**src/rtl/uart_ctrl_pkg.sv**
```systemverilog
// Shared definitions for the UART transmit arbiter.
//   state_e      : arbiter FSM states (IDLE, START, WAIT)
//   DEFAULT_NREQ : default number of byte requesters
//   BYTE_W       : width of one transmitted byte
package uart_ctrl_pkg;

    typedef enum logic [1:0] {
        ST_IDLE  = 2'd0,
        ST_START = 2'd1,
        ST_WAIT  = 2'd2
    } state_e;

    localparam int DEFAULT_NREQ = 4;
    localparam int BYTE_W       = 8;

endpackage : uart_ctrl_pkg

```
**src/rtl/rr_arbiter.sv**
```systemverilog
// Round-robin selector. Purely combinational.
// Ports:
//   req        : in  NREQ            request vector
//   last_grant : in  clog2(NREQ)     index granted most recently
//   grant      : out NREQ            one-hot winner (all-zero when no request)
//   grant_idx  : out clog2(NREQ)     index of the winner (0 when no request)
// The search starts one position after last_grant and wraps, so every
// requester is visited before any requester is visited twice.
module rr_arbiter
    import uart_ctrl_pkg::*;
#(
    parameter int NREQ = DEFAULT_NREQ
) (
    input  logic [NREQ-1:0]         req,
    input  logic [$clog2(NREQ)-1:0] last_grant,
    output logic [NREQ-1:0]         grant,
    output logic [$clog2(NREQ)-1:0] grant_idx
);

    localparam int IDXW = $clog2(NREQ);

    int             j;
    logic [IDXW-1:0] cand;
    logic           found;

    // Scan NREQ positions starting after last_grant; first hit wins.
    always_comb begin
        grant     = '0;
        grant_idx = '0;
        found     = 1'b0;
        j         = 0;
        cand      = '0;
        for (int i = 1; i <= NREQ; i++) begin
            j = int'(last_grant) + i;
            if (j >= NREQ) begin
                j = j - NREQ;
            end else begin
                j = j;
            end
            cand = IDXW'(j);
            if (!found && req[cand]) begin
                found       = 1'b1;
                grant[cand] = 1'b1;
                grant_idx   = cand;
            end else begin
                found = found;
            end
        end
    end

endmodule : rr_arbiter

```
**src/rtl/uart_tx_arbiter.sv**
```systemverilog
// Arbitrates NREQ byte requesters onto a single UART transmitter.
// Ports:
//   clk, reset  : clock and synchronous active-high reset
//   req_valid   : in  NREQ    requester i has a byte pending
//   req_data    : in  8*NREQ  byte of requester i in bits [8i+7:8i]
//   req_ready   : out NREQ    one-hot acceptance (combinational, IDLE only)
//   tx_start    : out 1       start strobe, high for every START cycle
//   tx_data     : out 8       accepted byte, stable until back in IDLE
//   tx_busy     : in  1       transmitter busy flag
//   grant_id    : out clog2   index of the last accepted requester
//   active      : out 1       FSM not in IDLE
//   timeout_err : out 1       sticky: transmitter never went busy after start
module uart_tx_arbiter
    import uart_ctrl_pkg::*;
#(
    parameter int NREQ          = DEFAULT_NREQ,
    parameter int START_TIMEOUT = 16
) (
    input  logic                     clk,
    input  logic                     reset,
    input  logic [NREQ-1:0]          req_valid,
    input  logic [BYTE_W*NREQ-1:0]   req_data,
    output logic [NREQ-1:0]          req_ready,
    output logic                     tx_start,
    output logic [BYTE_W-1:0]        tx_data,
    input  logic                     tx_busy,
    output logic [$clog2(NREQ)-1:0]  grant_id,
    output logic                     active,
    output logic                     timeout_err
);

    localparam int IDXW = $clog2(NREQ);
    localparam int CNTW = $clog2(START_TIMEOUT + 1);

    state_e            state_q, state_d;
    logic [BYTE_W-1:0] tx_data_q, tx_data_d;
    logic [IDXW-1:0]   grant_id_q, grant_id_d;
    logic [IDXW-1:0]   last_grant_q, last_grant_d;
    logic [CNTW-1:0]   cnt_q, cnt_d;
    logic              tx_start_q, tx_start_d;
    logic              active_q, active_d;
    logic              timeout_err_q, timeout_err_d;

    logic [NREQ-1:0]   arb_grant;
    logic [IDXW-1:0]   arb_idx;
    logic [IDXW+2:0]   sel_base;
    logic [BYTE_W-1:0] sel_byte;
    logic              transfer;

    rr_arbiter #(.NREQ(NREQ)) u_rr_arbiter (
        .req        (req_valid),
        .last_grant (last_grant_q),
        .grant      (arb_grant),
        .grant_idx  (arb_idx)
    );

    // Offer the arbiter winner only when idle and the transmitter is free.
    always_comb begin
        sel_base = {arb_idx, 3'b000};
        sel_byte = req_data[sel_base +: BYTE_W];
        if ((state_q == ST_IDLE) && !tx_busy) begin
            req_ready = arb_grant;
        end else begin
            req_ready = '0;
        end
        transfer = |(req_valid & req_ready);
    end

    // Next-state and next-output logic.
    always_comb begin
        state_d       = state_q;
        tx_data_d     = tx_data_q;
        grant_id_d    = grant_id_q;
        last_grant_d  = last_grant_q;
        cnt_d         = cnt_q;
        timeout_err_d = timeout_err_q;
        case (state_q)
            ST_IDLE: begin
                if (transfer) begin
                    state_d      = ST_START;
                    tx_data_d    = sel_byte;
                    grant_id_d   = arb_idx;
                    last_grant_d = arb_idx;
                    cnt_d        = '0;
                end else begin
                    state_d = ST_IDLE;
                end
            end
            ST_START: begin
                cnt_d = cnt_q + CNTW'(1);
                if (tx_busy) begin
                    state_d = ST_WAIT;
                end else if (cnt_q == CNTW'(START_TIMEOUT - 1)) begin
                    // Transmitter never responded: drop the byte and flag it.
                    state_d       = ST_IDLE;
                    timeout_err_d = 1'b1;
                end else begin
                    state_d = ST_START;
                end
            end
            ST_WAIT: begin
                if (!tx_busy) begin
                    state_d = ST_IDLE;
                end else begin
                    state_d = ST_WAIT;
                end
            end
            default: begin
                state_d = ST_IDLE;
            end
        endcase
        // Strobes are registered copies of the next state decode.
        tx_start_d = (state_d == ST_START);
        active_d   = (state_d != ST_IDLE);
    end

    // State and output registers.
    always_ff @(posedge clk) begin
        if (reset) begin
            state_q       <= ST_IDLE;
            tx_data_q     <= '0;
            grant_id_q    <= '0;
            last_grant_q  <= IDXW'(NREQ - 1);
            cnt_q         <= '0;
            tx_start_q    <= 1'b0;
            active_q      <= 1'b0;
            timeout_err_q <= 1'b0;
        end else begin
            state_q       <= state_d;
            tx_data_q     <= tx_data_d;
            grant_id_q    <= grant_id_d;
            last_grant_q  <= last_grant_d;
            cnt_q         <= cnt_d;
            tx_start_q    <= tx_start_d;
            active_q      <= active_d;
            timeout_err_q <= timeout_err_d;
        end
    end

    assign tx_start    = tx_start_q;
    assign tx_data     = tx_data_q;
    assign grant_id    = grant_id_q;
    assign active      = active_q;
    assign timeout_err = timeout_err_q;

endmodule : uart_tx_arbiter

```
**config.mk**
```make
export PLATFORM = sky130hd
export DESIGN_NAME = uart_tx_arbiter
export DESIGN_NICKNAME = d
export VERILOG_FILES = /design/src/rtl/uart_ctrl_pkg.sv /design/src/rtl/rr_arbiter.sv /design/src/rtl/uart_tx_arbiter.sv
export SDC_FILE = /design/constraint.sdc
export NUM_CORES = 1
export LEC_CHECK = 0
export BUFFER_PORTS_ARGS = -buffer_cell sky130_fd_sc_hd__clkbuf_2
export CAP_MARGIN = 20
export CORE_AREA = 4 4 63 87
export CTS_CLUSTER_SIZE = 25
export DETAILED_ROUTE_END_ITERATION = 12
export DIE_AREA = 0 0 67 91
export GPL_TIMING_DRIVEN = 0
export REMOVE_ABC_BUFFERS = 1
export SYNTH_ARGS = -nofsm -noshare
export SYNTH_HDL_FRONTEND = slang
export SYNTH_SLANG_ARGS = --single-unit
```
**constraint.sdc**
```tcl
create_clock -name clk -period 3.6 [get_ports clk]
set_clock_uncertainty 0.2 [all_clocks]
set_input_delay 0 -clock clk [delete_from_list [all_inputs] [get_ports clk]]
set_output_delay 0 -clock clk [all_outputs]
set_load 0.03 [all_outputs]
```
Word-level counts from Yosys, hierarchy flattened
Index checks and enable logic that the tools add are counted.
Storage, ports and cells
  register bits after elaboration: 22
  bits in latches: 0
  RAM bits: 0
  memory bits (read-only): 0
  bits of input ports: 39
  word-level logic and storage cells: 98
  memories: 0
Cells by class
  add/subtract/negate cells: 9
  multiply operators: 0
  div/mod/pow operators: 0
  $lt $le $gt $ge: 12
  eq/ne operators: 5
  shift-type cells: 1
  muxes and demuxes: 39
  bitwise operators: 5
  reduce and logical (&&, ||, !) cells: 19
Operators by type and width (number)
  indexed part select 32 x 6 -> 8 bit: 1
  2-to-1 mux 2 bit: 10
  2-to-1 mux 4 bit: 5
  2-to-1 mux 1 bit: 13
  less-than comparator 2 x 3 -> 1 bit, second input constant: 4
  bitwise OR 4 bit: 3
  case mux 5 bit (2 select lines): 1
  greater-or-equal comparator 3 bit, second input constant: 3
  binary-select mux 1 bit (select 2 bit): 4
  demux 1 bit (select 2 bit): 4
  greater-or-equal comparator 2 x 1 -> 1 bit, second input constant: 4
  logical AND 1 bit: 8
  subtractor 2 x 1 -> 2 bit, second input constant: 4
  adder 2 x 2 -> 3 bit, second input constant: 2
  case mux 2 bit (3 select lines): 1
  adder 5 x 1 -> 5 bit, second input constant: 1
  == test 5 x 4 -> 1 bit, second input constant: 1
  2-to-1 mux 5 bit: 1
  adder 2 x 3 -> 4 bit, second input constant: 1
  bitwise AND 4 bit: 1
  == test 2 x 1 -> 1 bit, second input constant: 2
  greater-or-equal comparator 4 x 3 -> 1 bit, second input constant: 1
  zero test 1 bit: 4
  AND reduction 2 bit: 2
  8 further kinds: 9

Logic depth before layout (Yosys ltp)
Gate-level depths: netlist of run 1.
  depth after elaboration: 21
  mapped depth: 13

By module
A second synthesis of run 1 with hierarchy kept.
Unflattened totals
  cells, all modules: 197
  area, all modules: 1764.2 µm²
By module, submodules not included
  uart_tx_arbiter: times used 1, cells an instance 138, area an instance 1273.7 µm², sequential area each 440.4 µm²
  rr_arbiter: times used 1, cells an instance 59, area an instance 490.5 µm², sequential area each 0.0 µm²

Worst setup path after synthesis of run 1
No wires, ideal clock.
  path type: reg-to-reg
  from: reg last_grant_q[1]
  to: reg tx_data_q[5] (netlist: tx_data[5])
  setup time: 0.117 ns
  arrival: 2.654 ns
  data required time: 3.283 ns
  setup slack: 0.628 ns
  cell stages (with the launch flop): 12
  buffers on the path: 2
  clock period less this slack: 2.972 ns
  path through: dfxtp_1 > buf_2 > inv_1 > ha_1 > buf_2 > and4b_1 > a31oi_1 > a21oi_2 > o32ai_1 > nand2_1 > mux4_2 > a32o_1
On the way
  cells in the longest elaborated chain, start to end: 19
  elaborated cells on any way between the ends: 69
  those cells by class: add/sub: 8; order compare: 12; shift: 1; mux: 32; bitwise: 4; reduce/logical: 12
RTL lines
  start, declared: line uart_tx_arbiter.sv:38  | logic [IDXW-1:0] last_grant_q, last_grant_d;
  start signal, assigned: line uart_tx_arbiter.sv:123  | last_grant_q <= IDXW'(NREQ - 1);
  start signal, assigned: line uart_tx_arbiter.sv:132  | last_grant_q <= last_grant_d;
  parallel branches: the longest is 19 deep, another holds adder 2 x 1 -> 3 bit
  end signal, assigned: line uart_tx_arbiter.sv:130  | tx_data_q <= tx_data_d;
  end, declared: line uart_tx_arbiter.sv:36  | logic [BYTE_W-1:0] tx_data_q, tx_data_d;
Parallel ways; which one is timed is not known. The select of a mux whose other input is x is not followed.
A chain may end at the register's enable or synchronous reset.

Worst setup path after layout of run 1
  from: reg last_grant_q[1]
  to: reg tx_data_q[3] (netlist: tx_data[3])
The elaborated chain is that of the path after synthesis.

==> out/metrics.cfg, run 1 <==
[status]
outcome=finished clean

[grt]
wire_length_of_the_first_global_routing_pass_um=8220
overflow_left_after_global_routing=0
gr-usage-all-layers_pct=16.7
antenna_found_initial=0
grt_start_max_net_pins=21
first_global_vias=1771

[detailed_routing]
vias=1811
drt_wl_total_um=4980
wl_per_cell_um=15.1
routed_via_density=5.49
drt.antenna.violating_nets=0
drc_errors=0
first_pass_iters=4
drt_first_iter_violations=106

[final_layout]
syn2layout_area_growth_pct=35.8
ff_latch_area_um2=443
multiInputGateArea_mm2=0.00120
most_common_cell_after_layout_fill_and_taps_aside=clkbuf_2
layout.core_utilization_pct=52.3
final_net_count=317
final_cell_mix=clkbuf_2 (55), dlygate4sd3_1 (33), dfxtp_1 (20)
final_area_mm2=0.00241
drive_gt1_share_pct=30.3
fill_cells=445

[timing]
report.final.slew_viol_count=0
tightest_slew_ns=0.666
unrepaired_setup_endpoints_after_global_routing=false
endpoints_failing_setup=0
fmax_mhz=297
layout_worst_path_cycle_share_pct=93.5
maxSlewHeadroom_pct=55.6
layout_min_cycle_time_ns=3.37
fin_tns_setup_ns=0
finalHoldViolCount=0

[logic_synthesis]
yosys.area.top_type_share_pct=24.8
synth_area_mm2=0.00177
post_synth.cell_area_avg_um2=9.34
register_area_share_after_synthesis_pct=24.8
netlist_instances=190
yosys_warnings=0
synth_top_area_cell=dfxtp_1
top_flip_flop_cell_by_instance_count_after_synthesis=dfxtp_1
postSynth.asyncResetShare_pct=0
synthDistinctLibCells=54
synth.area.top_cells=dfxtp_1 (25%), mux4_2 (8.9%), ha_1 (7.1%)
ys_seq_elements=22
synth_edf_count=0

[critical_path]
timing.critical_path.required_ns=3.56
criticalPathCategory=flop to flop
reg2reg_depth=9
crit_fanout=18
r2r_setup_slack_ns=0.23
crit_path_start_kind=flop
setup.worst_path.end_class=flop
timing.critical_path.arrival_ns=3.32

[placement]
detailed_place.area_mm2=0.00202
post-dp-hpwl_um=3350
io_buffer_count=55
place.gp.congestion=0.820

[floorplan]
core-area_mm2=0.00461
die_height_um=91
start_util_pct=38.5
die_area_mm2=0.00610
row_count=29
num_io_pins=56
fp.dieW_um=67

[clocking]
root_buffer=clkbuf_8
cts.path.max_buffers=2
tritoncts=built
tritoncts.num_buffers=3
ctsHtreeMaxLevel=1
clkTransAtPathRegs_ns=0.08
clkLatencyLatePin_ns=0.26
clock-sinks=22

[power]
power.leakage_nw=1.00
maximum_resistive_drop_on_vdd_v=0.000281
cell_pwr_density_mw_per_mm2=669

[hold_path]
worstHoldPathCells=2
timing.hold.worst.class=input port to flop

[run]
cap_violations=0

[metal layers]
layer  vias up  track usage, %  routed length [µm]
met5         -               0                   0
met4         0            5.08                  89
met3        10            1.48                 140
met2        48            29.6                2670
met1       869            20.6                2080
li1        884               -                   -
[cells in the mapped netlist (6+ instances only)]
library cell	count
dfxtp_1	22
ha_1	10
nor2_1	9
buf_6	6
nand3_1	7
a32o_1	8
mux4_2	7
nor2b_1	11
nand2_1	16
a21oi_1	8
nor3_1	7
[report_power, final]
part / internal, mW / leakage [nW] / switching [mW]
Clock: 0.0972 / 0.0288 / 0.0761
Sequential: 0.326 / 0.178 / 0.0814
Combinational: 0.433 / 0.796 / 0.597
Total: 0.856 / 1.00 / 0.755
[cell type report]
cell class,count,area share [%]
antenna,1,0.104
clock buffer,4,2.29
inverter,6,0.935
multi-input combinational,147,49.9
sequential,22,18.4
tap,62,3.22
timing repair buffer,88,25.1
[critical path, cell delays in order, from the launching register on]
cell and delay [ns]:
dfxtp_2 0.53, inv_1 0.20, ha_1 0.44, and4b_1 0.25
a31oi_1 0.22, a21oi_2 0.16, a22oi_1 0.31, o211a_2 0.53
a21oi_4 0.17, a32o_1 0.24
[registers in the layout (all words and copies together) (netlist names)]
| signal | count |
|---|---|
| tx_data | 8 |
| cnt_q | 5 |
| grant_id | 2 |
| last_grant_q | 2 |
| state_q | 2 |
| active | 1 |
| timeout_err | 1 |
| tx_start | 1 |
[path summary, 6_finish.rpt]
check,start,to
setup / recovery,last_grant_q[1],tx_data[3]
hold / removal,reset,cnt_q[0]
setup reg to reg,last_grant_q[1],tx_data[3]
hold reg to reg,timeout_err,timeout_err
[per-stage QoR]
stage               worst slack, ns  total power, mW  std cells  hold slack, ns
finish                        0.234             1.61        330          0.0276
detailed placement           -0.185             1.41        292           0.147
floorplan                     0.504             1.15        175          -0.131
global placement             -0.161             1.41        292           0.136
global route                 0.0655             1.73        329          0.0715
CTS                          0.0127             1.62        329          0.0410
[kinds of logic after synthesis]
| group | count (synthesis) | synth area share [%] |
|---|---|---|
| simple gates | 72 | 22.4 |
| compound gates | 51 | 22.6 |
| flops | 22 | 24.8 |
| buf+inv | 21 | 7.47 |
| mux | 13 | 15.2 |
| fa+ha+maj | 10 | 7.05 |
| xor+xnor | 1 | 0.494 |
[repair_timing]
| item | CTS | global route |
|---|---|---|
| buffers inserted | 0 | 0 |
| endpoints found under the hold margin | 13 | 0 |
| endpoints found under the setup margin | 18 | 18 |
| gates resized for setup | 3 | 1 |
| hold buffers | 33 | 0 |
Power figures use the tool's default switching activity.
==> run 2, diff against run 1 <==
--- a/config.mk
+++ b/config.mk
@@ -7,11 +7,14 @@
 export LEC_CHECK = 0
 export BUFFER_PORTS_ARGS = -buffer_cell sky130_fd_sc_hd__clkbuf_2
 export CAP_MARGIN = 20
-export CORE_AREA = 4 4 63 87
+export CELL_PAD_IN_SITES_DETAIL_PLACEMENT = 0
+export CELL_PAD_IN_SITES_GLOBAL_PLACEMENT = 1
+export CORE_AREA = 4 4 63 88
 export CTS_CLUSTER_SIZE = 25
 export DETAILED_ROUTE_END_ITERATION = 12
-export DIE_AREA = 0 0 67 91
+export DIE_AREA = 0 0 67 92
 export GPL_TIMING_DRIVEN = 0
+export PLACE_DENSITY_LB_ADDON = 0.1
 export REMOVE_ABC_BUFFERS = 1
 export SYNTH_ARGS = -nofsm -noshare
 export SYNTH_HDL_FRONTEND = slang
==> run 2 against run 1 <==
Compared with the run above:
- routed wire length increased by 2.8%
- highest routed layer unchanged
- die area increased by 1.1%
- non-clock buffer count unchanged
- critical path type unchanged
- clock power about the same
- flip-flop and latch count unchanged
==> out/metrics.cfg, run 2 (synthesis results as in run 1) <==
[status]
outcome=finished clean

[power]
finalPower_mw=1.61
cell_pwr_density_mw_per_mm2=667
power.leakage_nw=1.00
maximum_resistive_drop_on_vdd_v=0.000247

[critical_path]
timing.critical_path.arrival_ns=3.26
crit_path_start_kind=flop
criticalPathCategory=flop to flop
timing.critical_path.required_ns=3.56
setup.worst_path.end_class=flop
crit_fanout=15

[clocking]
clock-sinks=22
root_buffer=clkbuf_8
clkLatencyLatePin_ns=0.26
cts.path.max_buffers=2
tritoncts=built
ctsHtreeMaxLevel=1
clkTransAtPathRegs_ns=0.08
tritoncts.num_buffers=3

[final_layout]
most_common_cell_after_layout_fill_and_taps_aside=clkbuf_2
syn2layout_area_growth_pct=36.2
final_net_count=317
number_of_inserted_diodes=0
drive_gt1_share_pct=30.3
max_reg_flops=8
final_cell_mix=clkbuf_2 (55), dlygate4sd3_1 (33), dfxtp_1 (20)
fill_cells=479
final_area_mm2=0.00242

[detailed_routing]
drt_wl_total_um=5120
drc_errors=0
routed_via_density=5.45
wl_per_cell_um=15.5
first_pass_iters=4
vias=1804
drt_first_iter_violations=104
drt.antenna.violating_nets=0

[timing]
report.final.slew_viol_count=0
tightest_slew_ns=0.639
unrepaired_setup_endpoints_after_global_routing=false
endpoints_failing_setup=0
maxSlewHeadroom_pct=57.4
fmax_mhz=303
finalHoldViolCount=0
timing.final.ws_setup_ns=0.302
layout_min_cycle_time_ns=3.30
fin_tns_setup_ns=0
layout_worst_path_cycle_share_pct=91.6

[floorplan]
num_io_pins=56
die_height_um=92
die_area_mm2=0.00616
start_util_pct=37.2
core-area_mm2=0.00477
row_count=30
fp.dieW_um=67

[run]
cap_violations=0

[placement]
place.gp.congestion=0.794
io_buffer_count=55
dp_worst_setup_slack_ns=-0.178
detailed_place.area_mm2=0.00202
post-dp-hpwl_um=3420

[hold_path]
timing.hold.worst.class=input port to flop

[grt]
antenna_found_initial=0
wire_length_of_the_first_global_routing_pass_um=8800
overflow_left_after_global_routing=0
first_global_vias=1924
grt_start_max_net_pins=21
gr-usage-all-layers_pct=17.7

run 2: changes by cell type in the layout (fill, tap and decap cells not counted), sizes merged:
cell   before  now
diode       1    0
run 2: final timing paths:
| kind | start | endpoint | slack, ns | cells after the start |
|---|---|---|---|---|
| max | last_grant_q[0] | tx_data[2] | 0.30 | 9 |
| min | reset | grant_id[0] | 0.04 | 2 |
| max reg2reg | last_grant_q[0] | tx_data[2] | 0.30 | 9 |
| min reg2reg | grant_id[0] | grant_id[0] | 0.28 | 2 |
run 2: report_power, final:
| part | total, mW | internal [mW] | switching [mW] |
|---|---|---|---|
| Clock | 0.173 | 0.0974 | 0.0760 |
| Combinational | 1.03 | 0.436 | 0.595 |
| Sequential | 0.406 | 0.326 | 0.0795 |
run 2: what timing repair did:
item	CTS	global route
resized for setup	3	2
hold buffers	33	0
setup buffers	0	0
setup endpoints to repair	17	21
hold endpoints to repair	13	0
run 2: layout make-up:
| cell class | count | area [µm²] | share of cell area, % |
|---|---|---|---|
| multi-input combinational | 147 | 1210 | 50.1 |
| timing repair buffer | 88 | 606 | 25.1 |
| sequential | 22 | 443 | 18.3 |
| tap | 64 | 80.1 | 3.31 |
| clock buffer | 4 | 55.1 | 2.28 |
| inverter | 6 | 22.5 | 0.932 |
run 2: per-layer routing:
metal	GRT usage, %	vias up	wire length (µm)
met2	33.9	38	2810
met4	5.92	0	112
met3	1.47	9	156
li1	-	883	-
met5	0	-	0
met1	19.4	874	2040
run 2: through the flow:
step	util (%)	hold WS (ns)	instances
after detailed placement	42.4	0.129	294
after floorplan	-	-0.131	175
after global placement	42.4	0.128	294
final	50.7	0.0390	331
after CTS	50.5	0.0332	331
after global routing	50.7	0.0689	331
run 2: worst max-delay path, cell delays in order, from the launching register on:
cell	delay, ns
dfxtp_2	0.56
inv_2	0.16
ha_1	0.45
nor4b_1	0.32
a41oi_1	0.09
a21oi_2	0.34
o32ai_1	0.15
nand2_1	0.33
mux4_1	0.38
a32o_1	0.21
==> run 3, diff against run 2 <==
--- a/config.mk
+++ b/config.mk
@@ -9,13 +9,14 @@
 export CAP_MARGIN = 20
 export CELL_PAD_IN_SITES_DETAIL_PLACEMENT = 0
 export CELL_PAD_IN_SITES_GLOBAL_PLACEMENT = 1
-export CORE_AREA = 4 4 63 88
+export CORE_AREA = 4 4 77 107
 export CTS_CLUSTER_SIZE = 25
 export DETAILED_ROUTE_END_ITERATION = 12
-export DIE_AREA = 0 0 67 92
+export DIE_AREA = 0 0 81 111
 export GPL_TIMING_DRIVEN = 0
 export PLACE_DENSITY_LB_ADDON = 0.1
 export REMOVE_ABC_BUFFERS = 1
+export SLEW_MARGIN = 20
 export SYNTH_ARGS = -nofsm -noshare
 export SYNTH_HDL_FRONTEND = slang
 export SYNTH_SLANG_ARGS = --single-unit
==> run 3 against run 2 <==
Compared with the run above:
- clock power about the same
- critical path type unchanged
- flip-flop and latch count unchanged
- largest cell class unchanged
- global-route usage fell by 4.7 points
- via count shrank 1.3%
- first-iteration DRC count shrank 46%
- combinational power barely moved
- final area up 1.5%
- routed wire length is 8.6% higher
- die area increased by 46%
- sequential power hardly changed
- worst setup slack worse by 0.057 ns
- count of clock-buffer cells in the layout unchanged
==> out/metrics.cfg, run 3 (synthesis results as in run 1) <==
[detailed_routing]
drt_wl_total_um=5560
routed_via_density=4.89
first_pass_iters=4
drt.antenna.violating_nets=0
vias=1781
drt_first_iter_violations=56
drc_errors=0
wl_per_cell_um=15.3

[final_layout]
most_common_cell_after_layout_fill_and_taps_aside=clkbuf_2
multiInputGateArea_mm2=0.00120
fill_cells=799
layout.core_utilization_pct=33.5
final_area_mm2=0.00245
number_of_inserted_diodes=0
final_cell_mix=clkbuf_2 (55), dlygate4sd3_1 (33), dfxtp_1 (20)
drive_gt1_share_pct=30.7
syn2layout_area_growth_pct=38.2
final_net_count=317
ff_latch_area_um2=443
max_reg_flops=8

[floorplan]
start_util_pct=24.3
die_height_um=111
die_area_mm2=0.00899
fp.dieW_um=81
row_count=37
num_io_pins=56
core-area_mm2=0.00731

[grt]
antenna_found_initial=0
gr-usage-all-layers_pct=13.0
grt_start_max_net_pins=21
wire_length_of_the_first_global_routing_pass_um=9350
first_global_vias=1886
overflow_left_after_global_routing=0

[critical_path]
critPathMaxStageDelay_ns=0.53
slowest_stage=dfxtp_2
timing.critical_path.cells=inv_1 -> ha_1 -> mux4_2 -> nand2_1 -> o21ai_0 -> a22oi_1 -> a41o_2 -> a21oi_4 -> a32o_1
crit_fanout=18
r2r_setup_slack_ns=0.25
r2r-end=tx_data[7]
timing.critical_path.required_ns=3.56
criticalPathCategory=flop to flop
timing.critical_path.arrival_ns=3.31
crit_path_start_kind=flop
reg2reg_depth=9
setup.worst_path.end_class=flop
reg2reg_from=last_grant_q[1]

[power]
p_clk_share_pct=10.7
power.internal_uw=858
pwr-share-seq_pct=25.0
cell_pwr_density_mw_per_mm2=664
power.leakage_nw=1.00
power.combinational.fraction_pct=64.2
power.net_switching_uw=770
maximum_resistive_drop_on_vdd_v=0.000239
swShare_pct=47.3

[timing]
finalHoldViolCount=0
layout_min_cycle_time_ns=3.35
fmax_mhz=298
maxSlewHeadroom_pct=53.5
tightest_slew_ns=0.698
endpoints_failing_setup=0
unrepaired_setup_endpoints_after_global_routing=false
layout_worst_path_cycle_share_pct=93.2
report.final.slew_viol_count=0
final.hold.worst_slack_ns=0.0506

[hold_path]
worstHoldPathCells=2
worst_hold_path.endpoint=cnt_q[0]
timing.hold.worst.class=input port to flop
min-delay-start=reset

[clocking]
clkLatencyLatePin_ns=0.26
clkTransAtPathRegs_ns=0.08
cts.path.max_buffers=2
root_buffer=clkbuf_8
tritoncts.num_buffers=3
tritoncts=built
cts.repair_timing.setup_buffer_count=0
clock-sinks=22
ctsHtreeMaxLevel=1

[status]
outcome=finished clean

[placement]
place.gp.congestion=0.694
post-dp-hpwl_um=3790
io_buffer_count=55
detailed_place.area_mm2=0.00206

[run]
cap_violations=0

## run 3: power by group through the flow
stage,logic (mW),registers [mW],clock network [mW]
final,1.05,0.408,0.175
after global routing,1.14,0.424,0.194
after CTS,1.06,0.409,0.182
after detailed placement,1.03,0.413,0
after global placement,1.04,0.415,0
after floorplan,0.642,0.510,0
## run 3: metrics by stage
step	total power, mW	cells	setup WS (ns)	setup TNS (ns)
after floorplan	1.15	175	0.504	0
after global placement	1.45	327	-0.382	-5.40
after detailed placement	1.44	327	-0.275	-3.38
after CTS	1.65	362	0.170	0
after global routing	1.76	364	0.0134	0
final	1.63	364	0.245	0
## run 3: how the worst max path moves through the flow
stage	start	end	slack (ns)	cells past startpoint
2_1_floorplan	last_grant_q[0]	active	0.50	9
3_3_place_gp	last_grant_q[1]	tx_data[3]	-0.38	9
3_5_place_dp	last_grant_q[1]	tx_data[3]	-0.27	9
4_1_cts	last_grant_q[1]	tx_data[2]	0.17	9
5_1_grt	last_grant_q[1]	tx_data[2]	0.01	9
6_report	last_grant_q[1]	tx_data[7]	0.25	9
## run 3: critical path, delay by kind of cell, from the launching register on
family / cells / cell delay (ns)
and+or+nand+nor: 1 / 0.09
adders and majority gates: 1 / 0.50
muxes: 1 / 0.43
DFF: 1 / 0.53
buffers and inverters: 1 / 0.21
AOI/OAI and AO/OA: 5 / 1.28
## run 3: layer usage
layer | up-vias | global-route usage, % | part of all wire (%)
met2 | 19 | 24.8 | 57
met1 | 873 | 14.8 | 40
met4 | 0 | 3.38 | 0.63
met5 | - | 0 | 0
li1 | 887 | - | -
met3 | 2 | 1.06 | 1.6
## run 3: timing repair
action / CTS / global route
hold buffers: 31 / 2
gates resized for setup: 4 / 1
endpoints found under the hold margin: 13 / 1
setup endpoints to repair: 19 / 5
## run 3: final cells by class
type,count,share of cell area [%]
Sequential cell,22,18.1
Multi-Input combinational cell,147,49.1
Inverter,6,0.918
Clock buffer,4,2.24
Timing Repair Buffer,88,24.7
Tap cell,97,4.95
